<file path="config.mk">
export PLATFORM = sky130hd
export DESIGN_NAME = neo_pattern_sequencer
export DESIGN_NICKNAME = d
export VERILOG_FILES = /design/src/rtl/neo_pkg.sv /design/src/rtl/neo_pattern_sequencer_counter.sv /design/src/rtl/neo_pattern_sequencer.sv
export SDC_FILE = /design/constraint.sdc
export NUM_CORES = 1
export LEC_CHECK = 0
export ABC_AREA = 0
export CAP_MARGIN = 25
export CORE_MARGIN = 2
export CORE_UTILIZATION = 49
export DETAILED_ROUTE_END_ITERATION = 10
export PLACE_DENSITY_LB_ADDON = 0.12
export SYNTH_ARGS = -nofsm -noshare
export SYNTH_HDL_FRONTEND = slang
export SYNTH_SLANG_ARGS = --single-unit
export TNS_END_PERCENT = 1
</file>
<file path="constraint.sdc">
create_clock -name clock -period 2.9 [get_ports clock]
set_input_delay 0.87 -clock clock [delete_from_list [all_inputs] [get_ports clock]]
set_output_delay 0.87 -clock clock [all_outputs]
set_load 0.005 [all_outputs]
</file>
<file path="src/rtl/neo_pkg.sv">
// Shared constants and types for the NeoPixel pattern sequencer.
package neo_pkg;

  localparam logic [1:0] RED   = 2'b00;
  localparam logic [1:0] BLUE  = 2'b01;
  localparam logic [1:0] GREEN = 2'b10;

  localparam int unsigned NUM_PIXELS_DEFAULT = 5;
  localparam int unsigned TIMER_W            = 22;

  typedef enum logic [2:0] {
    IDLE,
    LOAD,
    SEND,
    BUSY,
    HOLD
  } seq_state_t;

endpackage

</file>
<file path="src/rtl/neo_pattern_sequencer_counter.sv">
// Generic up-counter: clear presets q to d, otherwise en increments q.
module neo_pattern_sequencer_counter #(
  parameter int unsigned WIDTH = 22
) (
  input  logic             clock,
  input  logic             reset,
  input  logic             en,
  input  logic             clear,
  input  logic [WIDTH-1:0] d,
  output logic [WIDTH-1:0] q
);

  always_ff @(posedge clock) begin
    if (reset) begin
      q <= '0;
    end else if (clear) begin
      q <= d;
    end else if (en) begin
      q <= q + WIDTH'(1);
    end
  end

endmodule

</file>
<file path="src/rtl/neo_pattern_sequencer.sv">
// Single-pixel chase: loads one frame of R/B/G levels into a strand controller,
// triggers a send, waits out the frame period, then advances the lit pixel.
module neo_pattern_sequencer
  import neo_pkg::*;
#(
  parameter int unsigned NUM_PIXELS = NUM_PIXELS_DEFAULT,
  parameter int unsigned FRAME_WAIT = 2500000
) (
  input  logic        clock,
  input  logic        reset,
  input  logic        enable,
  input  logic        reverse,
  input  logic [23:0] base_color,
  input  logic        ready_to_load,
  input  logic        ready_to_send,
  output logic        load_color,
  output logic [1:0]  color_index,
  output logic [2:0]  pixel_index,
  output logic [7:0]  color_level,
  output logic        send_it,
  output logic [2:0]  phase,
  output logic        busy,
  output logic        frame_done
);

  localparam logic [2:0]         LAST_PIXEL = 3'(NUM_PIXELS - 1);
  localparam logic [TIMER_W-1:0] WAIT_LAST  = TIMER_W'(FRAME_WAIT - 1);

  seq_state_t         state;
  seq_state_t         next_state;
  logic [23:0]        color_latch;
  logic               seen_low;
  logic [TIMER_W-1:0] timer_q;
  logic               timer_clear;
  logic               timer_en;
  logic               frame_end;
  logic               last_load;

  assign last_load = (pixel_index == LAST_PIXEL) && (color_index == GREEN);

  // Timer saturates so a stuck downstream cannot wrap it back below the limit.
  assign timer_en = ((state == BUSY) || (state == HOLD)) && (timer_q != '1);

  neo_pattern_sequencer_counter #(
    .WIDTH(TIMER_W)
  ) u_frame_timer (
    .clock(clock),
    .reset(reset),
    .en   (timer_en),
    .clear(timer_clear),
    .d    (TIMER_W'(0)),
    .q    (timer_q)
  );

  always_ff @(posedge clock) begin
    if (reset) begin
      state <= IDLE;
    end else begin
      state <= next_state;
    end
  end

  always_comb begin
    next_state  = state;
    load_color  = 1'b0;
    send_it     = 1'b0;
    timer_clear = 1'b0;
    frame_end   = 1'b0;
    case (state)
      IDLE: begin
        if (enable) next_state = LOAD;
      end
      LOAD: begin
        if (ready_to_load) begin
          load_color = 1'b1;
          if (last_load) next_state = SEND;
        end
      end
      SEND: begin
        if (ready_to_send) begin
          send_it     = 1'b1;
          timer_clear = 1'b1;
          next_state  = BUSY;
        end
      end
      BUSY: begin
        if (seen_low && ready_to_send) next_state = HOLD;
      end
      HOLD: begin
        if (timer_q >= WAIT_LAST) begin
          frame_end  = 1'b1;
          next_state = enable ? LOAD : IDLE;
        end
      end
      default: next_state = IDLE;
    endcase
  end

  always_ff @(posedge clock) begin
    if (reset) begin
      color_latch <= '0;
      pixel_index <= '0;
      color_index <= RED;
      phase       <= '0;
      seen_low    <= 1'b0;
      busy        <= 1'b0;
      frame_done  <= 1'b0;
    end else begin
      busy       <= (next_state != IDLE);
      frame_done <= frame_end;

      if ((state == IDLE) && enable) begin
        color_latch <= base_color;
        pixel_index <= '0;
        color_index <= RED;
      end

      // Walk R -> B -> G within a pixel, then step to the next pixel.
      if (load_color) begin
        if (color_index == GREEN) begin
          color_index <= RED;
          pixel_index <= last_load ? 3'd0 : pixel_index + 3'd1;
        end else begin
          color_index <= color_index + 2'd1;
        end
      end

      if (send_it) begin
        seen_low <= 1'b0;
      end else if ((state == BUSY) && !ready_to_send) begin
        seen_low <= 1'b1;
      end

      if (frame_end) begin
        color_latch <= base_color;
        if (reverse) begin
          phase <= (phase == 3'd0) ? LAST_PIXEL : phase - 3'd1;
        end else begin
          phase <= (phase == LAST_PIXEL) ? 3'd0 : phase + 3'd1;
        end
      end
    end
  end

  // Only the lit pixel carries the latched colour; all others are dark.
  always_comb begin
    color_level = 8'd0;
    if (pixel_index == phase) begin
      case (color_index)
        RED:     color_level = color_latch[15:8];
        BLUE:    color_level = color_latch[7:0];
        GREEN:   color_level = color_latch[23:16];
        default: color_level = 8'd0;
      endcase
    end
  end

endmodule

</file>
# Word-level counts from Yosys, hierarchy flattened
# Cells that the tools add are included.
# op_classes
addsub	5
n_lt_le_gt_ge	1
n_eq_ne	10
muxes	28
n_reduce_logical	14
# ops
op	count
24-bit 2-to-1 mux	2
3-bit 2-to-1 mux	13
8-bit one-hot mux with 3 select lines	1
22-bit by 1-bit adder with 22-bit output (second input constant)	1
22-bit >= comparator (second input constant)	1
22-bit inequality test (second input constant)	1
3-bit one-hot mux with 5 select lines	1
3-bit == test (second input constant)	3
8-bit 2-to-1 mux	1
1-bit 2-to-1 mux	7
3-bit by 1-bit adder with 3-bit output (second input constant)	2
3-bit by 2-bit == test with 1-bit output (second input constant)	2
3-bit logical NOT	2
2-bit 2-to-1 mux	3
1-bit logical AND	5
2-bit nonzero test	2
3-bit by 1-bit == test with 1-bit output (second input constant)	1
3-bit == test	1
3-bit nonzero test	1
3-bit by 1-bit subtractor with 3-bit output (second input constant)	1
2-bit by 1-bit adder with 2-bit output (second input constant)	1
2-bit by 1-bit == test with 1-bit output (second input constant)	1
2-bit == test (second input constant)	1
2-bit logical NOT	1
3 further kinds	3
# totals
ff_bits	60
output_inout_bits	20
word_cells	67

# Longest topological paths before layout
# Gate-level depths: netlist of the first run.
# logic_depth
ltp_word	6
mapped_depth	7

# Modules after synthesis
# From an unflattened synthesis of the first run, not the netlist that was laid out.
# unflattened
cells_unflattened	424
area_unflattened_um2	3618.5
# by_module_without_submodules
module	instances	cells_each	area_per_inst_um2	seq_area_each_um2
neo_pattern_sequencer	1	272	2348.5	760.7
neo_pattern_sequencer_counter	1	152	1270.0	440.4

# Least setup slack after synthesis of the first run
# OpenSTA, ideal clock, no wires.
# synth_path
kind	flip-flop to output port
startpoint	register color_index[1]
endpoint	output port color_level[0]
arrival_time_ps	1585
path_slack_ps	445
path_stages_with_launch	4
path_buffers	1
cell_sequence	dfxtp_1 -> clkbuf_1 -> a2111oi_0 -> and2_1
# synth_between
elab_chain_cells	3
elab_cells_between_ends	5
classes_between	2 x eq/ne; 2 x mux; 1 x reduce/logical
# synth_lines
element	line	rtl
from (decl)	neo_pattern_sequencer.sv:17	output logic [1:0] color_index,
from (signal assigned)	neo_pattern_sequencer.sv:124	color_index <= color_index + 2'd1;
2-bit == test (tied with other cells)	neo_pattern_sequencer.sv:149	case (color_index)
8-bit one-hot mux with 3 select lines *	neo_pattern_sequencer.sv:149	
8-bit 2-to-1 mux *	neo_pattern_sequencer.sv:148	if (pixel_index == phase) begin
to (decl)	neo_pattern_sequencer.sv:19	output logic [7:0] color_level,
# Mark *: on every way between the ends. The rest lies on a longest branch, timed or not.

# Worst setup path after layout of the first run
# layout_path
startpoint	register phase[1]
endpoint	output port color_level[1]
# layout_between
elab_chain_cells	2
# layout_lines
element	line	rtl
from (decl)	neo_pattern_sequencer.sv:21	output logic [2:0] phase,
from (signal assigned)	neo_pattern_sequencer.sv:137	phase <= (phase == 3'd0) ? LAST_PIXEL : phase - 3'd1;
from (signal assigned)	neo_pattern_sequencer.sv:139	phase <= (phase == LAST_PIXEL) ? 3'd0 : phase + 3'd1;
3-bit == test	neo_pattern_sequencer.sv:148	
8-bit 2-to-1 mux	neo_pattern_sequencer.sv:148	
# Every way passes these cells.

==> results of run 1 <==
## final cells by class
class / count / area, um2
Clock inverter: 5 / 75.1
Timing Repair Buffer: 62 / 597
Tap cell: 77 / 96.3
Sequential cell: 60 / 1210
Multi-Input combinational cell: 304 / 1880
Fill cell: 561 / 2270
Clock buffer: 11 / 141
Inverter: 12 / 45.0
## final timing paths
check             cells past startpoint            endpoint
setup / recovery                      5      color_level[1]
hold / removal                        2      color_latch[3]
setup reg to reg                      6  u_frame_timer.q[4]
hold reg to reg                       2      color_latch[3]
## worst reg2reg max path: stages, from the launching register on
cell and delay, ns:
dfxtp_1 0.38, ha_1 0.32, inv_1 0.12, nor4_1 0.53, a31o_1 0.59, o21ai_0 0.19
a21oi_1 0.14
## per-layer routing
| metal | vias up | share of wire | global-route usage |
|---|---|---|---|
| met2 | 62 | 0.47 | 0.343 |
| li1 | 1544 | - | - |
| met4 | 0 | 0.013 | 0.0981 |
| met3 | 8 | 0.042 | 0.0393 |
| met5 | - | 0 | 0 |
| met1 | 1396 | 0.47 | 0.289 |
## sequential cells by signal, summed over array words and instances, names as in the netlist
| signal | cells |
|---|---|
| color_latch | 24 |
| u_frame_timer.q | 22 |
| phase | 3 |
| pixel_index | 3 |
| state | 3 |
| color_index | 2 |
| busy | 1 |
| frame_done | 1 |
| seen_low | 1 |
## cells in the mapped netlist, types with 2 or more instances
cell	count	area, um2
o22ai_1	4	25.0
buf_2	2	10.0
clkbuf_1	18	67.6
mux2_2	2	22.5
o21ai_0	42	210
nand2_1	34	128
and2_1	13	81.3
nor3_1	5	25.0
mux2i_1	11	110
or2_2	2	12.5
o41ai_1	2	17.5
a21oi_1	44	220
xnor2_1	5	43.8
a2111oi_0	2	17.5
a31o_2	2	17.5
nand2b_1	2	12.5
o211ai_1	2	15.0
o21ai_1	2	10.0
and3_1	5	31.3
inv_1	12	45.0
dfxtp_1	60	1200
and4_1	2	17.5
nand3_1	31	155
or3_1	11	68.8
nor2b_1	6	37.5
nor4_1	2	12.5
nand4_1	3	18.8
xor2_1	3	26.3
a41oi_1	2	17.5
a31oi_1	3	18.8
a211o_1	2	17.5
ha_1	7	87.6
nor2_1	24	90.1
or4_1	2	15.0
## logic make-up (layout without fill, tap and decap cells)
logic type	Yosys count	in the layout
flops	60	60
xor+xnor	8	8
fa+ha+maj	7	7
buf+inv	33	90
simple gates	154	154
compound gates	122	122
mux	13	13
## stage by stage
stage | total power [W] | hold WS (ns)
3_5_place_dp | 0.00105 | 0.456
5_1_grt | 0.00194 | 0.487
4_1_cts | 0.00188 | 0.465
2_1_floorplan | 0.000960 | 0.443
3_3_place_gp | 0.00105 | 0.450
6_report | 0.00187 | 0.463
## repair_timing
item / 4_1_cts / 5_1_grt
gates cloned: 0 / 0
setup endpoints to repair: 9 / 9
pin swaps: 0 / 1
gates resized for setup: 6 / 10
## power breakdown
part | total, W | internal, W | switching (W)
logic | 0.000169 | 0.0000917 | 0.0000775
registers | 0.000862 | 0.000847 | 0.0000151
clock network | 0.000838 | 0.000503 | 0.000335
total | 0.00187 | 0.00144 | 0.000428
==> run_results.csv, run 1 <==
group,metric,value,unit
run_status,status,"completed",
cells_and_area,final_common_cell,"dfxtp_1",
setup_path,critPathArrivalTime,2.01,ns
place,place_congestion,0.827,
timing,setup_ws,0.0219,ns
clocking,cts.htree.levels,3,
cells_and_area,fin_nets,486,
drt,drtPass1Iterations,4,
yosys,synth_xor_area_frac,0.0220,
setup_path,start_kind,"flop",
global_route,grt_overflow,0,
cells_and_area,antennaDiodeCount,0,
cells_and_area,final_util,0.640,
drt,detail_route.wl_per_cell,14.2,um
setup_path,r2r_start,"u_frame_timer.q[0]",
clocking,clk_pin_slew,0.07,ns
setup_path,crit_path_top_delay_cell,"clkdlybuf4s50_1",
cells_and_area,finalInstanceArea,4040,um2
global_route,first_global_vias,2828,
yosys,synth_area,3190,um2
yosys,synth_simple_gate_area_share,0.266,
drt,wl,7560,um
place,place_inst,515,
power,power_density,463,nW/um2
floorplan,die_x,84.7,um
power,peakVddDrop,0.295,mV
yosys,synth_seq_cells,60,
floorplan,rows,29,
clocking,clock_latency,0.35,ns
place,portBuffers,49,
timing,grt_setup_unrepaired,"yes",
clocking,ctsHoldBuffers,0,
floorplan,initial_utilization,0.505,
cells_and_area,final_cell_mix,"dfxtp_1, a21oi_1, clkdlybuf4s50_1",
global_route,grt_max_degree,39,
clocking,cts_buffers,9,
setup_path,path_cells,"xor2_1, a2111oi_2, buf_4, and2_1, clkdlybuf4s50_1",
drt,routed_via_density,5.67,
setup_path,crit_path_max_incr_delay,0.49,ns
drt,ant_nets,0,
timing,fin_crit,2.88,ns
clocking,cts_tree,"yes",
floorplan,die-area,7170,um2
cells_and_area,layout-drive-gt1-share,0.121,
global_route,grt_pass1_wl,12800,um
yosys,synth_enable_flop_cells,0,
setup_path,startpoint,"phase[1]",
yosys,ys_types,62,
cells_and_area,areaGrowthSynthToFinish,26.7,%
setup_path,crit_buf_inv,2,
yosys,syn_inst,397,
cells_and_area,stdcell_count,531,
yosys,yosys_warnings,0,
place,pre_cts_slack,-0.0427,ns
setup_path,crit_fanout,8,
global_route,antenna_found_initial,0,
setup_path,reg2reg_slack,0.56,ns
min_path,worstHoldStart,"color_latch[3]",
floorplan,die_y,84.7,um
timing,slew_headroom,0.624,
setup_path,required,2.03,ns
setup_path,crit_path_end_kind,"output pin",
yosys,synth_compound_area_frac,0.227,
power,p_leak,1.49,nW
timing,slew_viol_final,0,
place,dpl_cell_area,3800,um2
flow_run,max-cap-violations,0,
yosys,synth_top_family_by_area,"simple AND/OR/NAND/NOR gates",
timing,hold_viol,0,
global_route,grt_use_total,0.217,
clocking,cts_setup_buffers,0,
timing,worst_slew_pin_slew,0.559,ns
yosys,syn_avg_cell_area,8.03,um2
floorplan,io_pins,50,
yosys,synthAdderAreaFrac,0.0275,
timing,fin_tns_setup,0,ns
timing,clock.fmax,347,MHz
drt,drc,0,
timing,skew,0.00851,ns
place,dp.final_hpwl,5210,um
setup_path,path_class,"flop to output pin",
timing,setup_violations,0,
yosys,synthMuxAreaShare,0.0416,
clocking,clkSinkCount,60,
yosys,async_flop_share,0,
clocking,ctsRootBufferMaster,"clkbuf_8",
min_path,hp-class,"flop to flop",
drt,vias,3010,
drt,first_iter_violations,211,
yosys,synth_ff_type,"dfxtp_1",
yosys,syn-num-nets,434,
timing,fin_crit_sh,0.992,
clocking,clockBufferDepth,2,
yosys,yosysSeqAreaShare,0.377,
setup_path,crit_family,"buffers and inverters",
floorplan,core,6310,um2
No activity file was read; power rests on OpenSTA's default activity.
==> run 2: changes to the inputs <==
--- a/config.mk
+++ b/config.mk
@@ -10,7 +10,9 @@
 export CORE_MARGIN = 2
 export CORE_UTILIZATION = 49
 export DETAILED_ROUTE_END_ITERATION = 10
+export HOLD_SLACK_MARGIN = 0.06
 export PLACE_DENSITY_LB_ADDON = 0.12
+export SKIP_CTS_REPAIR_TIMING = 1
 export SYNTH_ARGS = -nofsm -noshare
 export SYNTH_HDL_FRONTEND = slang
 export SYNTH_SLANG_ARGS = --single-unit
==> run 2 against run 1 <==
Effect of this change: design area is 0.28% higher; global-route usage shrank 0.10 points; die area did not move; clock-buffer cell count did not move; register-to-register slack hardly changed; maximum frequency grew 0.27%; total power is 0.21% lower; via count grew 0.80%; clock skew barely moved; non-clock buffer count up 1.
==> run_results.csv, run 2 (synthesized netlist as in run 1, its figures left out) <==
group,metric,value,unit
run_status,status,"completed",
power,power_density,460,nW/um2
clocking,clk_pin_slew,0.07,ns
cells_and_area,final_common_cell,"dfxtp_1",
global_route,first_global_vias,2814,
floorplan,die-area,7170,um2
clocking,cts_buffers,9,
place,dpl_cell_area,3800,um2
cells_and_area,finalInstanceArea,4050,um2
drt,routed_via_density,5.70,
global_route,grt_pass1_wl,12700,um
power,peakVddDrop,0.295,mV
place,place_congestion,0.827,
clocking,clkSinkCount,60,
timing,worst_slew_pin_slew,0.558,ns
timing,setup_violations,0,
setup_path,path_cells,"xor2_1, a2111oi_2, buf_4, and2_1, clkdlybuf4s50_1",
drt,vias,3034,
timing,fin_crit_sh,0.990,
clocking,cts.htree.levels,3,
drt,detail_route.wl_per_cell,14.2,um
clocking,clock_latency,0.34,ns
cells_and_area,layout-drive-gt1-share,0.123,
timing,clock.fmax,348,MHz
timing,slew_headroom,0.624,
min_path,hold-path-endpoint,"color_latch[3]",
global_route,grt_overflow,0,
clocking,clockBufferDepth,2,
timing,holdWs,0.465,ns
timing,fin_crit,2.87,ns
setup_path,timing.rr.end,"u_frame_timer.q[4]",
drt,drtPass1Iterations,4,
place,place_inst,515,
setup_path,path_class,"flop to output pin",
cells_and_area,areaGrowthSynthToFinish,27.1,%
setup_path,crit_fanout,8,
clocking,ctsRootBufferMaster,"clkbuf_8",
floorplan,initial_utilization,0.505,
place,pre_cts_slack,-0.0427,ns
cells_and_area,stdcell_count,532,
drt,drc,0,
global_route,grt_use_total,0.216,
min_path,holdPathStages,2,
setup_path,start_kind,"flop",
setup_path,crit_path_top_delay_cell,"clkdlybuf4s50_1",
power,p_leak,1.51,nW
place,dp.final_hpwl,5210,um
drt,ant_nets,0,
min_path,worstHoldStart,"color_latch[3]",
drt,first_iter_violations,240,
global_route,antenna_found_initial,0,
setup_path,startpoint,"phase[1]",
floorplan,die_x,84.7,um
setup_path,r2r_start,"u_frame_timer.q[0]",
setup_path,crit_path_max_incr_delay,0.49,ns
setup_path,crit_path_end_kind,"output pin",
setup_path,critPathArrivalTime,2.00,ns
timing,skew,0.00866,ns
cells_and_area,largest_reg_flops,24,
setup_path,reg2reg_slack,0.56,ns
floorplan,io_pins,50,
floorplan,rows,29,
setup_path,required,2.03,ns
global_route,grt_max_degree,39,
timing,setup_ws,0.0296,ns
cells_and_area,final_util,0.642,
cells_and_area,regMostFlops,"color_latch",
timing,slew_viol_final,0,
cells_and_area,reg_top3,"color_latch x24, u_frame_timer.q x22",
cells_and_area,fin_nets,487,
drt,wl,7530,um
floorplan,die_y,84.7,um
place,portBuffers,49,
cells_and_area,final_cell_mix,"dfxtp_1, a21oi_1, clkdlybuf4s50_1",
clocking,cts_tree,"yes",
timing,hold_viol,0,
setup_path,rr_worst_depth,6,
min_path,hp-class,"flop to flop",
flow_run,max-cap-violations,0,
cells_and_area,antennaDiodeCount,0,
floorplan,core,6310,um2
timing,grt_setup_unrepaired,"yes",
==> run 2: cell types whose count changed in the layout (fill, tap and decap cells not counted) <==
| cell | delta |
|---|---|
| dlygate4sd2_1 | -1 |
| buf_4 | +1 |
| dlymetal6s2s_1 | +1 |
==> run 2: where the power goes <==
part,total (W),internal (W),switching (W)
sequential,0.000862,0.000847,0.0000150
clock,0.000835,0.000503,0.000332
combinational,0.000169,0.0000917,0.0000772
==> run 2: worst max-delay path by stage <==
stage                endpoint  slack [ns]  depth (start not counted)
4_1_cts        color_level[3]       -0.08                          5
5_1_grt        color_level[1]       -0.06                          5
6_report       color_level[1]        0.03                          5
3_5_place_dp          send_it       -0.04                          3
3_3_place_gp          send_it       -0.04                          3
2_1_floorplan  color_level[0]        0.44                          3
==> run 2: worst max-delay path, delay by kind of cell (launching register included) <==
| family | cells | cell delay (ns) |
|---|---|---|
| compound gates | 1 | 0.34 |
| simple gates | 1 | 0.12 |
| buf+inv | 2 | 0.69 |
| flops | 1 | 0.35 |
| xor+xnor | 1 | 0.17 |
==> run 2: per-layer routing <==
metal	wire length, um	part of all wire	track usage	up-vias
li1	-	-	-	1546
met4	123	0.016	0.0981	0
met3	246	0.033	0.0393	11
met5	0	0	0	-
met1	3590	0.48	0.288	1428
met2	3570	0.47	0.340	49
==> run 2: cell type report <==
| type | instances | area (um2) |
|---|---|---|
| Clock inverter | 5 | 75.1 |
| Timing Repair Buffer | 63 | 608 |
| Fill cell | 560 | 2260 |
| Tap cell | 77 | 96.3 |
| Multi-Input combinational cell | 304 | 1880 |
| Inverter | 12 | 45.0 |
| Sequential cell | 60 | 1210 |
| Clock buffer | 11 | 141 |
==> run 2: per-stage QoR <==
step,total power [W],setup TNS (ns)
after CTS,0.00188,-0.663
after floorplan,0.000960,0
after global placement,0.00105,-0.0392
after global routing,0.00194,-0.281
final,0.00187,0
after detailed placement,0.00105,-0.0427
==> run 3: changes to the inputs <==
--- a/config.mk
+++ b/config.mk
@@ -8,7 +8,7 @@
 export ABC_AREA = 0
 export CAP_MARGIN = 25
 export CORE_MARGIN = 2
-export CORE_UTILIZATION = 49
+export CORE_UTILIZATION = 54
 export DETAILED_ROUTE_END_ITERATION = 10
 export HOLD_SLACK_MARGIN = 0.06
 export PLACE_DENSITY_LB_ADDON = 0.12
==> run 3 against run 2 <==
Effect of this change: design area barely moved; the flow now finishes with violations (negative setup slack); sequential share of layout area down 0.15 points; total power is 1.1% higher; wire length up 4.0%; hold slack is essentially flat; clock power rose by 2%; highest routed layer unchanged; critical endpoint is now color_level[3]; global-route usage rose by 3.6 points; combinational power about the same; setup slack got worse by 0.031 ns.
==> run_results.csv, run 3 (synthesized netlist as in run 1, its figures left out) <==
group,metric,value,unit
timing,setup_violations,1,
timing,skew,0.00797,ns
run_status,status,"finished, violations left",
global_route,grt_overflow,0,
timing,fin_crit_sh,1.00,
cells_and_area,final_common_cell,"dfxtp_1",
timing,setup_ws,-0.00118,ns
global_route,gr-usage-met3,0.0467,
cells_and_area,regMostFlops,"color_latch",
global_route,antenna_found_initial,0,
drt,detail_route.wl_per_cell,14.9,um
global_route,first_global_vias,2793,
power,sequentialPowerShare,0.457,
place,place_congestion,0.833,
power,cell_internal_pwr,0.00146,W
run_status,violations,"negative setup slack",
timing,fin_crit,2.90,ns
floorplan,initial_utilization,0.569,
global_route,grt_use_total,0.252,
min_path,holdPathStages,2,
global_route,busiest_layer,"met2",
global_route,grt_pass1_wl,12800,um
power,switching_power,0.000423,W
floorplan,die_y,80.9,um
cells_and_area,areaGrowthSynthToFinish,27.2,%
cells_and_area,final_cell_mix,"dfxtp_1, a21oi_1, o21ai_0",
drt,drtPass1Iterations,4,
setup_path,r2r_start,"u_frame_timer.q[0]",
cells_and_area,largest_reg_flops,24,
cells_and_area,fin_nets,485,
drt,ant_nets,0,
setup_path,rr_worst_depth,6,
setup_path,crit_fanout,8,
cells_and_area,reg_top3,"color_latch x24, u_frame_timer.q x22",
floorplan,die_x,80.9,um
power,pwr-share-comb,0.091,
timing,holdWs,0.465,ns
setup_path,critPathArrivalTime,2.03,ns
drt,first_iter_violations,182,
timing,slew_headroom,0.584,
power,power_density,465,nW/um2
timing,clock.fmax,345,MHz
setup_path,path_class,"flop to output pin",
floorplan,core,5610,um2
drt,drc,0,
clocking,clock_latency,0.33,ns
power,p_leak,1.57,nW
place,portBuffers,49,
setup_path,crit_path_end_kind,"output pin",
cells_and_area,layout-drive-gt1-share,0.108,
global_route,gr-usage-met2,0.393,
cells_and_area,antennaDiodeCount,0,
flow_run,max-cap-violations,0,
timing,worst_slew_pin_slew,0.625,ns
power,p_clk_frac,0.453,
place,dp.final_hpwl,5280,um
clocking,ctsRootBufferMaster,"clkbuf_8",
power,peakVddDrop,0.357,mV
floorplan,die-area,6540,um2
power,netSwitchingFraction,0.224,
drt,vias,3077,
timing,grt_setup_unrepaired,"yes",
setup_path,start_kind,"flop",
min_path,hold-path-endpoint,"color_latch[10]",
global_route,use_met1,0.342,
min_path,worstHoldStart,"color_latch[10]",
setup_path,required,2.03,ns
clocking,clk_pin_slew,0.07,ns
clocking,cts.htree.levels,3,
setup_path,timing.rr.end,"color_latch[11]",
power,power,0.00189,W
drt,routed_via_density,5.87,
clocking,clockBufferDepth,2,
cells_and_area,multiInputGateArea,1880,um2
timing,slew_viol_final,0,
timing,fin_tns_setup,-0.00118,ns
clocking,cts_tree,"yes",
floorplan,io_pins,50,
floorplan,rows,27,
clocking,cts_buffers,9,
setup_path,reg2reg_slack,0.50,ns
clocking,clkSinkCount,60,
global_route,grt_max_degree,25,
cells_and_area,fill_cells,451,
drt,wl,7830,um
min_path,hp-class,"flop to flop",
timing,hold_viol,0,
cells_and_area,regArea,1200,um2
-- run 3: changes by cell type in the layout (fill, tap and decap cells not counted), moves of 2 or more --
cell / before / now
clkdlybuf4s50_1: 44 / 40
dfxtp_1: 53 / 57
dfxtp_2: 7 / 3
dlymetal6s2s_1: 5 / 9
buf_4: 14 / 11
clkinv_2: 3 / 1
-- run 3: routing by layer --
metal | up-vias | routed length, um | part of all wire
met2 | 76 | 3740 | 0.48
met5 | - | 0 | 0
met3 | 11 | 343 | 0.044
met4 | 0 | 121 | 0.015
met1 | 1445 | 3630 | 0.46
li1 | 1545 | - | -
-- run 3: power by group through the flow --
| stage | clock network [W] | registers, W | logic [W] |
|---|---|---|---|
| 2_1_floorplan | 0 | 0.000876 | 0.0000838 |
| 3_3_place_gp | 0 | 0.000879 | 0.000169 |
| 3_5_place_dp | 0 | 0.000880 | 0.000171 |
| 4_1_cts | 0.000861 | 0.000861 | 0.000173 |
| 5_1_grt | 0.000898 | 0.000863 | 0.000188 |
| 6_report | 0.000853 | 0.000862 | 0.000171 |
-- run 3: worst max-delay path by stage --
stage / start / end / cells after the start / slack [ns]
6_report: phase[1] / color_level[3] / 5 / -0.001
5_1_grt: phase[1] / color_level[3] / 5 / -0.11
4_1_cts: phase[0] / color_level[6] / 5 / -0.20
3_5_place_dp: ready_to_send / send_it / 3 / -0.10
3_3_place_gp: ready_to_send / send_it / 3 / -0.04
2_1_floorplan: color_index[1] / color_level[0] / 3 / 0.44
-- run 3: area by class of cell --
cell class	count	share of cell area
clock buffers	11	0.0373
clock inverters	4	0.0179
inverters	12	0.0111
multi-input cells	304	0.463
flip-flops and latches	60	0.297
well taps	72	0.0222
repair buffers	61	0.152
-- run 3: critical path, cell delays in order (launching register included) --
cell and delay, ns:
dfxtp_2 0.35, xor2_1 0.17, a2111oi_2 0.37, buf_4 0.20, and2_1 0.12, clkdlybuf4s50_1 0.49
-- run 3: through the flow --
stage                     setup WS (ns)  cells  utilization  area (um2)
after detailed placement         -0.100    509        0.677        3800
after floorplan                   0.445    397            -        3190
after global routing             -0.105    524        0.723        4060
final                          -0.00118    524        0.723        4060
after global placement          -0.0416    509        0.677        3800
after CTS                        -0.196    524        0.717        4020
